File: config.mk
export PLATFORM = sky130hd
export DESIGN_NAME = alu_arbiter
export DESIGN_NICKNAME = d
export VERILOG_FILES = /design/src/rtl/alu_arbiter.sv
export SDC_FILE = /design/constraint.sdc
export NUM_CORES = 1
export LEC_CHECK = 0
export CELL_PAD_IN_SITES_DETAIL_PLACEMENT = 0
export CELL_PAD_IN_SITES_GLOBAL_PLACEMENT = 2
export CORE_MARGIN = 2
export CORE_UTILIZATION = 24
export DETAILED_ROUTE_END_ITERATION = 12
export HOLD_SLACK_MARGIN = 0.02
export PLACE_DENSITY = 0.83
export SLEW_MARGIN = 20
export SYNTH_ARGS = -nofsm -noshare
export SYNTH_HDL_FRONTEND = slang
export SYNTH_SLANG_ARGS = --single-unit
File: constraint.sdc
create_clock -name clk -period 2.73 [get_ports clk]
set_input_delay 0.546 -clock clk [delete_from_list [all_inputs] [get_ports clk]]
set_output_delay 0.546 -clock clk [all_outputs]
set_load 0.02 [all_outputs]
File: src/rtl/alu_arbiter.sv
// Two-requester front end for a shared, output-registered ALU.
// Alternates grants on ties and returns each result to its owner as a one-cycle pulse.
module alu_arbiter #(
   parameter int WIDTH = 8
) (
   input  logic             clk,
   input  logic             rst_n,

   input  logic             req0_valid,
   input  logic [2:0]       req0_mode,
   input  logic [WIDTH-1:0] req0_a,
   input  logic [WIDTH-1:0] req0_b,
   output logic             req0_ready,

   input  logic             req1_valid,
   input  logic [2:0]       req1_mode,
   input  logic [WIDTH-1:0] req1_a,
   input  logic [WIDTH-1:0] req1_b,
   output logic             req1_ready,

   output logic             resp0_valid,
   output logic             resp1_valid,
   output logic [WIDTH-1:0] resp_data,
   output logic             resp_zero,
   output logic             resp_carry,

   output logic             busy,

   output logic             alu_enable,
   output logic [2:0]       alu_mode,
   output logic [WIDTH-1:0] alu_a,
   output logic [WIDTH-1:0] alu_b,
   input  logic [WIDTH-1:0] alu_out,
   input  logic             alu_zero,
   input  logic             alu_carry
);

   typedef enum logic [1:0] {
      IDLE    = 2'd0,
      ISSUE   = 2'd1,
      COLLECT = 2'd2
   } state_t;

   state_t           state;
   state_t           state_next;

   logic             last_grant;
   logic             owner;
   logic [2:0]       op_mode;
   logic [WIDTH-1:0] op_a;
   logic [WIDTH-1:0] op_b;

   logic             grant_valid;
   logic             grant_id;

   // Grant is only offered while IDLE; on a tie the requester not served last wins.
   always_comb begin
      // NOTE: every always_comb output gets a default first so no path can infer a latch.
      grant_valid = 1'b0;
      grant_id    = 1'b0;
      if (state == IDLE) begin
         if (req0_valid && req1_valid) begin
            grant_valid = 1'b1;
            grant_id    = ~last_grant;
         end else if (req0_valid) begin
            grant_valid = 1'b1;
            grant_id    = 1'b0;
         end else if (req1_valid) begin
            grant_valid = 1'b1;
            grant_id    = 1'b1;
         end
      end
   end

   assign req0_ready = grant_valid && !grant_id;
   assign req1_ready = grant_valid &&  grant_id;

   always_ff @(posedge clk or negedge rst_n) begin
      // NOTE: sequential state uses non-blocking assignments so every register samples pre-edge values.
      if (!rst_n) state <= IDLE;
      else        state <= state_next;
   end

   always_comb begin
      state_next = state;
      case (state)
         IDLE:    if (grant_valid) state_next = ISSUE;
         ISSUE:   state_next = COLLECT;
         COLLECT: state_next = IDLE;
         default: state_next = IDLE;
      endcase
   end

   always_comb begin
      busy       = (state != IDLE);
      alu_enable = (state == ISSUE);
   end

   // Operand capture: the in-flight operation is isolated from later request activity.
   always_ff @(posedge clk or negedge rst_n) begin
      if (!rst_n) begin
         last_grant <= 1'b1;
         owner      <= 1'b0;
         op_mode    <= '0;
         op_a       <= '0;
         op_b       <= '0;
      end else if (grant_valid) begin
         last_grant <= grant_id;
         owner      <= grant_id;
         op_mode    <= grant_id ? req1_mode : req0_mode;
         op_a       <= grant_id ? req1_a    : req0_a;
         op_b       <= grant_id ? req1_b    : req0_b;
      end
   end

   // The ALU is driven straight from the capture registers, so it stays quiet while idle.
   assign alu_mode = op_mode;
   assign alu_a    = op_a;
   assign alu_b    = op_b;

   always_ff @(posedge clk or negedge rst_n) begin
      if (!rst_n) begin
         resp0_valid <= 1'b0;
         resp1_valid <= 1'b0;
         resp_data   <= '0;
         resp_zero   <= 1'b0;
         resp_carry  <= 1'b0;
      end else begin
         resp0_valid <= (state == COLLECT) && !owner;
         resp1_valid <= (state == COLLECT) &&  owner;
         if (state == COLLECT) begin
            resp_data  <= alu_out;
            resp_zero  <= alu_zero;
            resp_carry <= alu_carry;
         end
      end
   end

   a_ready_onehot : assert property (@(posedge clk) disable iff (!rst_n)
      !(req0_ready && req1_ready));

   a_ready_idle_only : assert property (@(posedge clk) disable iff (!rst_n)
      (req0_ready || req1_ready) |-> !busy);

endmodule

==> impl_metrics.yaml <==
run_status:
  outcome: "completed"
synth:
  ys_types: 18
  syn_nets: 160
  synth_warnings: 0
  netlist_top_cells_area: "dfrtp_1 58%, a221o_1 13%, o21a_1 9.8%, mux2_2 6.9%, buf_2 2.7%"
  yosys.area.top_type: "dfrtp_1"
  syn-instance-count: 108
  syn_area_mm2: 0.001460
  ys_seq_elements: 35
  syn_area_per_cell_um2: 13.52
  yosys.area.top_type_share_pct: 58.27
  synth_seq_area_share_pct: 60.07
sta:
  timing.setup.tns_ns: 0
  post-route-period-util_pct: 91.65
  rsz0062_at_grt: "false"
  max_freq_mhz: 399.7
  worst_pin_slew_ns: 0.8929
  max_slew_margin_pct: 40.41
  maxSlewViolCount: 0
  clock_skew_ns: 0.005162
  worst_slack_ns: 0.2280
  hold-worst-slack_ns: 0.3341
  setup_viol: 0
  hold_viol: 0
  period_minus_slack_ns: 2.502
place:
  place_ws_ns: 0.2243
  finalWeightedCongestion: 0.6625
  dp_hpwl_mm: 2.906
  port_buffers: 86
critical_path:
  cp.required_ns: 2.18
  worstSetupStartpointType: "input pin"
  criticalPathCategory: "input pin to output port"
  arrival_ns: 1.96
  cp_common_cell: "clkdlybuf4s50_1"
  critPathCaptureType: "output port"
  crit_chain: "clkdlybuf4s50_1 > nand2b_1 > and3_1 > clkdlybuf4s50_1"
  critPathBufInv: 2
  cpPeakStageDelay_ns: 0.64
  critPathTopFamily: "buffers and inverters"
  cp_max_fo: 4
  crit_slowest_cell: "clkdlybuf4s50_1"
global_routing:
  grt_pass1_vias: 1261
  overflow: 0
  grt_max_degree: 36
  antenna_found_initial: 0
  grtUsageTotal_pct: 12.82
  grt_first_pass_wirelength_mm: 6.320
power:
  power.density_mw_per_mm2: 1159
  p_leak_nw: 1.027
  peakVddDrop_uv: 377.2
  total_power_w: 0.002869
floorplanning:
  die_y_um: 82
  core_area_mm2: 0.005886
  fp.dieW_um: 82
  num_rows: 28
  die-area_mm2: 0.006724
  start_util_pct: 24.81
  ios: 87
cells_and_area:
  fin_util_pct: 42.07
  layout.nets: 247
  layout-drive-gt1-share_pct: 12.24
  syn_to_final_growth_pct: 69.58
  antennaDiodeCount: 0
  nFillCells: 583
  final_cell_mix: "85 x clkdlybuf4s50_1, 34 x dfrtp_1, 19 x o21a_1, 19 x a221o_1, 9 x mux2_2"
  layout_commonest_cell: "clkdlybuf4s50_1"
clock_tree:
  clock_latency_ns: 0.28
  numCtsBuffers: 5
  max-clock-path-buffers: 2
  cts_root_buf: "clkbuf_8"
  cts_setup_buffers: 0
  ctsResizeCount: 0
  hold_buffers: 0
  cts_tree: "done"
  clock-sinks: 35
  h-tree-depth: 2
  clkSlewWorstSetupHoldPaths_ns: 0.07
route:
  viasPerCell: 4.520
  drt_first_iter_violations: 32
  wl_per_cell_um: 15.11
  wl_mm: 4.094
  drc: 0
  ant_nets: 0
  firstDrtPassIters: 4
  vias: 1225
worst_hold_path:
  min_path_type: "input pin to async pin"
job:
  drv_cap: 0
## through the flow
stage,std cells,cell area [µm²]
5_1_grt,271,2476
4_1_cts,271,2476
6_report,271,2476
3_5_place_dp,263,2385
3_3_place_gp,263,2385
2_1_floorplan,108,1460
## final timing paths
path,end,from,slack (ns),cells after the start
max in group asynchronous,alu_a[7],rst_n,1.90,1
setup / recovery,req0_ready,req1_valid,0.23,4
hold / removal,alu_b[4],rst_n,0.33,1
setup reg to reg,alu_a[3],last_grant,1.26,4
hold reg to reg,resp0_valid,owner,0.45,1
min in group clk,resp0_valid,owner,0.45,1
## cells in the mapped netlist
library cell	count
dfrtp_1	34
a221o_1	19
o21a_1	19
mux2_2	9
buf_2	8
a21o_1	2
inv_1	2
nand2b_1	2
nor2_1	2
nor2_2	2
nor2b_1	2
and3_1	1
and3_4	1
dfstp_2	1
inv_2	1
mux2_1	1
nand2_1	1
o21ai_0	1
## layout make-up
| cell class | instances | area (µm²) | share of cell area [%] |
|---|---|---|---|
| clock buffer | 7 | 86.33 | 3.487 |
| tap | 75 | 93.84 | 3.790 |
| sequential | 35 | 877.1 | 35.42 |
| clock inverter | 1 | 5.005 | 0.2021 |
| timing repair buffer | 88 | 870.8 | 35.17 |
| inverter | 3 | 11.26 | 0.4548 |
| multi-input combinational | 62 | 531.8 | 21.48 |
## sequential cells by signal, summed over array words and instances, names as in the netlist
signal       count
resp1_valid      1
resp_zero        1
owner            1
last_grant       1
alu_b            8
state            2
resp_data        8
resp_carry       1
alu_a            8
alu_mode         3
resp0_valid      1
## metal layers
layer  wire length [µm]  global-route usage [%]
met1               1698                   15.34
met2               1971                   21.14
met3                368                   4.725
met4                 56                   4.500
met5                  0                       0
## cell families after synthesis
kind of cell | after synthesis | share of synthesized area (%)
muxes | 10 | 7.712
and+or+nand+nor | 11 | 4.541
DFF | 35 | 60.07
AOI/OAI and AO/OA | 41 | 24.16
buffers and inverters | 11 | 3.513
## where the power goes
group | total (W) | switching [W] | internal (W)
clock | 0.000385 | 0.000182 | 0.000203
combinational | 0.00157 | 0.000747 | 0.000827
sequential | 0.000909 | 0.000130 | 0.000779
total | 0.00287 | 0.00106 | 0.00181
(Power assumes the default switching activity.)
